`src/rtl/aquila_dram_read_arbiter.sv`:
```
// aquila_dram_read_arbiter
// Shares one AXI4 read port of the DRAM slave between the instruction-cache
// and data-cache read masters. Round-robin arbitration, one burst in flight,
// beat counting with a sticky burst-length error flag. Write channels bypass.
//
// Ports:
//   clk, rst_n                 clock, asynchronous active-low reset
//   ICACHE_AXI_* / DCACHE_AXI_* AR and R channels of the two cache masters
//                              (R data/resp/last broadcast to both)
//   M_AXI_*                    AR and R channels towards memory; arid 0=I, 1=D
//   grant                      one-hot owner (bit0 ICACHE, bit1 DCACHE), 00 idle
//   len_err                    sticky burst-length mismatch
module aquila_dram_read_arbiter #(
  parameter int unsigned C_ADDR_WIDTH = 32,
  parameter int unsigned C_DATA_WIDTH = 32
) (
  input  logic                    clk,
  input  logic                    rst_n,
  // ICACHE read master
  input  logic                    ICACHE_AXI_arvalid,
  output logic                    ICACHE_AXI_arready,
  input  logic [C_ADDR_WIDTH-1:0] ICACHE_AXI_araddr,
  input  logic [7:0]              ICACHE_AXI_arlen,
  output logic                    ICACHE_AXI_rvalid,
  input  logic                    ICACHE_AXI_rready,
  output logic [C_DATA_WIDTH-1:0] ICACHE_AXI_rdata,
  output logic [1:0]              ICACHE_AXI_rresp,
  output logic                    ICACHE_AXI_rlast,
  // DCACHE read master
  input  logic                    DCACHE_AXI_arvalid,
  output logic                    DCACHE_AXI_arready,
  input  logic [C_ADDR_WIDTH-1:0] DCACHE_AXI_araddr,
  input  logic [7:0]              DCACHE_AXI_arlen,
  output logic                    DCACHE_AXI_rvalid,
  input  logic                    DCACHE_AXI_rready,
  output logic [C_DATA_WIDTH-1:0] DCACHE_AXI_rdata,
  output logic [1:0]              DCACHE_AXI_rresp,
  output logic                    DCACHE_AXI_rlast,
  // Memory side
  output logic                    M_AXI_arvalid,
  input  logic                    M_AXI_arready,
  output logic [C_ADDR_WIDTH-1:0] M_AXI_araddr,
  output logic [7:0]              M_AXI_arlen,
  output logic                    M_AXI_arid,
  input  logic                    M_AXI_rvalid,
  output logic                    M_AXI_rready,
  input  logic [C_DATA_WIDTH-1:0] M_AXI_rdata,
  input  logic [1:0]              M_AXI_rresp,
  input  logic                    M_AXI_rlast,
  // Status
  output logic [1:0]              grant,
  output logic                    len_err
);

  typedef enum logic [1:0] {StIdle, StAddr, StData} state_e;

  state_e     state;
  logic [7:0] beat_cnt;
  logic       rr_d_first;  // 1: DCACHE wins the next tie

  logic in_idle, in_data;
  logic sel_i, sel_d;
  logic beat_hs, cnt_hit, burst_end;

  always_comb begin
    in_idle = (state == StIdle);
    in_data = (state == StData);

    sel_i = ICACHE_AXI_arvalid & (~DCACHE_AXI_arvalid | ~rr_d_first);
    sel_d = DCACHE_AXI_arvalid & (~ICACHE_AXI_arvalid | rr_d_first);

    ICACHE_AXI_arready = in_idle & sel_i;
    DCACHE_AXI_arready = in_idle & sel_d;

    // M_AXI_arid doubles as the owner index while a burst is in flight
    ICACHE_AXI_rvalid = in_data & ~M_AXI_arid & M_AXI_rvalid;
    DCACHE_AXI_rvalid = in_data & M_AXI_arid & M_AXI_rvalid;
    M_AXI_rready      = in_data & (M_AXI_arid ? DCACHE_AXI_rready : ICACHE_AXI_rready);

    beat_hs   = M_AXI_rvalid & M_AXI_rready;
    cnt_hit   = (beat_cnt == M_AXI_arlen);
    burst_end = beat_hs & (M_AXI_rlast | cnt_hit);
  end

  assign ICACHE_AXI_rdata = M_AXI_rdata;
  assign ICACHE_AXI_rresp = M_AXI_rresp;
  assign ICACHE_AXI_rlast = M_AXI_rlast;
  assign DCACHE_AXI_rdata = M_AXI_rdata;
  assign DCACHE_AXI_rresp = M_AXI_rresp;
  assign DCACHE_AXI_rlast = M_AXI_rlast;

  always_ff @(posedge clk or negedge rst_n) begin
    if (!rst_n) begin
      state         <= StIdle;
      M_AXI_arvalid <= 1'b0;
      M_AXI_araddr  <= '0;
      M_AXI_arlen   <= '0;
      M_AXI_arid    <= 1'b0;
      grant         <= 2'b00;
      len_err       <= 1'b0;
      beat_cnt      <= '0;
      rr_d_first    <= 1'b0;
    end else begin
      unique case (state)
        StIdle: begin
          if (sel_i | sel_d) begin
            M_AXI_araddr  <= sel_i ? ICACHE_AXI_araddr : DCACHE_AXI_araddr;
            M_AXI_arlen   <= sel_i ? ICACHE_AXI_arlen : DCACHE_AXI_arlen;
            M_AXI_arid    <= sel_d;
            grant         <= sel_i ? 2'b01 : 2'b10;
            M_AXI_arvalid <= 1'b1;
            state         <= StAddr;
          end
        end
        StAddr: begin
          if (M_AXI_arready) begin
            M_AXI_arvalid <= 1'b0;
            beat_cnt      <= '0;
            state         <= StData;
          end
        end
        StData: begin
          if (beat_hs) begin
            beat_cnt <= beat_cnt + 8'd1;
            // rlast and the beat count must agree on which beat is last
            if (M_AXI_rlast != cnt_hit) len_err <= 1'b1;
            if (burst_end) begin
              state      <= StIdle;
              grant      <= 2'b00;
              rr_d_first <= ~M_AXI_arid;
            end
          end
        end
        default: state <= StIdle;
      endcase
    end
  end

endmodule

```
`config.mk`:
```
export PLATFORM = sky130hd
export DESIGN_NAME = aquila_dram_read_arbiter
export DESIGN_NICKNAME = d
export VERILOG_FILES = /design/src/rtl/aquila_dram_read_arbiter.sv
export SDC_FILE = /design/constraint.sdc
export NUM_CORES = 1
export LEC_CHECK = 0
export CAP_MARGIN = 25
export CORE_ASPECT_RATIO = 0.9
export CORE_MARGIN = 5
export CORE_UTILIZATION = 37
export DETAILED_ROUTE_END_ITERATION = 12
export PLACE_DENSITY = 0.81
export SETUP_SLACK_MARGIN = 0.02
export SLEW_MARGIN = 20
export SYNTH_ARGS = -nofsm -noshare
export SYNTH_HDL_FRONTEND = slang
export SYNTH_SLANG_ARGS = --single-unit
```
`constraint.sdc`:
```
create_clock -name clk -period 2.35 [get_ports clk]
set_input_delay 0.3525 -clock clk [delete_from_list [all_inputs] [get_ports clk]]
set_output_delay 0.3525 -clock clk [all_outputs]
set_load 0.02 [all_outputs]
```
==> impl_metrics.json <==
{
  "syn_nets": 423,
  "drt_iter0_drc": 41,
  "yosys.area_share.adder_pct": 0.657,
  "peakVddDrop_uv": 528,
  "grt_max_degree": 41,
  "die_w_um": 117,
  "seqPwrFrac_pct": 30.8,
  "synthToLayoutAreaGrowth_pct": 31.2,
  "cts_sinks": 56,
  "yosys_most_used_dff": "dfrtp_1",
  "cp-start-kind": "register",
  "hold_viol_final": 0,
  "clock.fmax_ghz": 0.455,
  "drive_gt1_share_pct": 27.8,
  "synth-simple-area-share_pct": 6.08,
  "floorplan.initialDensity_pct": 37.5,
  "path_clk_slew_ps": 70,
  "synth-async-reset-ratio_pct": 100,
  "netlist_instances": 298,
  "cp-end-kind": "output port",
  "wl_per_cell_um": 16.5,
  "place_ws_ps": 67.0,
  "synth_area_sq_um": 3810,
  "swShare_pct": 34.8,
  "holdWs_ps": 98.4,
  "worst_pin_slew_ps": 666,
  "critPathArrivalTime_ps": 1850,
  "num_rows": 35,
  "synth_compound_area_share_pct": 2.96,
  "finalSetupTns_ps": 0,
  "antenna_found_initial": 0,
  "layout_min_cycle_time_ps": 2200,
  "comb_power_share_pct": 56.6,
  "rsz0062_at_grt": "no",
  "fin_skew_ps": 5.20,
  "worstHoldPathType": "primary input to asynchronous set/reset pin",
  "die_h_um": 106,
  "gr-total-overflow": 0,
  "relSlewSlack_pct": 55.6,
  "power_density_nw_per_um2": 1160,
  "path_max_fanout": 7,
  "crit_required_ps": 2000,
  "rrSetupSlack_ps": 290,
  "cts-root-buf": "clkbuf_16",
  "wirelength_um": 8300,
  "die_area_sq_um": 12400,
  "layout.nets": 498,
  "clock_latency_ps": 280,
  "ys_ff_latch": 56,
  "fin_ws_ps": 151,
  "cts_buffer_depth": 2,
  "dp_cells": 495,
  "drtAntennaViolNets": 0,
  "crit_type": "register to output port",
  "io_pins": 243,
  "p_int_mw": 3.77,
  "pwr-share-clk_pct": 12.6,
  "grt_pass1_vias": 2559,
  "cts_tree": "built",
  "synth_xor_area_share_pct": 1.84,
  "period_share_pct": 93.6,
  "maxCapViolCount": 0,
  "synthMuxAreaShare_pct": 33.7,
  "htree_num_levels": 2,
  "synth_edf_count": 0,
  "instances_no_fill": 503,
  "vias_per_cell": 4.68,
  "numCtsBuffers": 5,
  "layout_common_cells": "clkdlybuf4s50_1 (138), mux2_4 (78), dfrtp_1 (56)",
  "routed-via-count": 2356,
  "p_sw_mw": 2.02,
  "syn_area_per_cell_sq_um": 12.8,
  "n_antenna_cell": 0,
  "synth_top_family_by_area": "multiplexers",
  "core-area_sq_um": 10200,
  "setup_viol": 0,
  "hpwl_um": 6660,
  "grt_usage_pct": 13.2,
  "drv_slew": 0,
  "io_buffer_count": 140,
  "route.detailed.drc": 0,
  "dr.pass1.iters": 4,
  "gp_congestion": 0.843,
  "yosysSeqAreaShare_pct": 36.8,
  "yosysWarnings": 0,
  "final_common_cell": "clkdlybuf4s50_1",
  "ys_types": 38,
  "nFillCells": 905,
  "status": "completed",
  "p_leak_nw": 2.23,
  "grt_pass1_wl_um": 12900,
  "p_total_mw": 5.78
}
-- metal layers --
layer	wire [um]	global-route usage (%)
met5	0	0
met4	109	3.93
met3	699	4.89
met2	4390	23.0
met1	3090	14.9
-- area by class of cell --
cell class / instances / area (sq um) / share of cell area (%)
multi-input combinational: 153 / 1730 / 34.5
timing repair buffer: 150 / 1540 / 30.7
sequential: 56 / 1400 / 28.0
tap: 129 / 161 / 3.23
clock buffer: 8 / 146 / 2.93
inverter: 7 / 26.3 / 0.526
-- state kept, by name, indices dropped and copies added (netlist names) --
signal	flops
M_AXI_arlen	8
len_err	1
M_AXI_araddr	32
grant	2
rr_d_first	1
M_AXI_arvalid	1
beat_cnt	8
state	2
M_AXI_arid	1
-- Yosys cell counts (2+ instances only) --
library cell	count	share of area (%)
a21o_1	2	0.39
buf_2	2	0.26
buf_4	70	14
buf_6	6	1.8
clkbuf_8	4	1.4
dfrtp_1	56	37
ha_1	2	0.66
inv_1	7	0.69
mux2_2	3	0.89
mux2_4	78	31
mux2i_1	8	2.1
nand2_1	12	1.2
nand2b_1	4	0.66
nand3_1	2	0.26
nand4_1	2	0.33
nor2_1	5	0.49
nor3_1	2	0.26
nor4_1	5	0.82
o21ai_0	2	0.26
xor2_1	8	1.8
-- power groups by stage --
stage / logic, mW / registers (mW) / clock network [mW]
final: 3.27 / 1.78 / 0.732
after global routing: 3.46 / 1.84 / 0.802
after CTS: 3.33 / 1.79 / 0.758
after detailed placement: 3.33 / 1.78 / 0
after global placement: 3.26 / 1.77 / 0
after floorplan: 1.70 / 2.20 / 0
-- final timing paths --
| check | start | endpoint | cells after the start |
|---|---|---|---|
| max | state[1] | DCACHE_AXI_arready | 3 |
| min | rst_n | M_AXI_arlen[5] | 1 |
| max reg2reg | beat_cnt[0] | rr_d_first | 6 |
| min reg2reg | len_err | len_err | 1 |
| max in group asynchronous | rst_n | M_AXI_araddr[3] | 2 |
| min in group clk | len_err | len_err | 1 |
-- stage by stage --
stage	area, sq um	utilization, %
after floorplan	3810	-
after global placement	4850	47.7
after detailed placement	4850	47.7
after CTS	4990	49.2
after global routing	5000	49.2
final	5000	49.2
-- critical path: stages, from the launching register on --
cell	delay (ps)
dfrtp_1	470
nor2_1	230
and3_2	260
clkdlybuf4s50_1	610
-- kinds of logic after synthesis --
family / count (synthesis)
and+or+nand+nor: 40
xor gates and xnor gates: 8
buffers and inverters: 89
DFF: 56
adders and majority gates: 2
AOI/OAI and AO/OA: 14
muxes: 89
-- timing repair --
action | in CTS | in global routing
buffers inserted | 0 | 0
endpoints found under the hold margin | 0 | 0
hold buffers | 0 | 0
setup endpoints to repair | 0 | 1
resized for setup | 0 | 1
No activity file was read; power rests on OpenSTA's default activity.
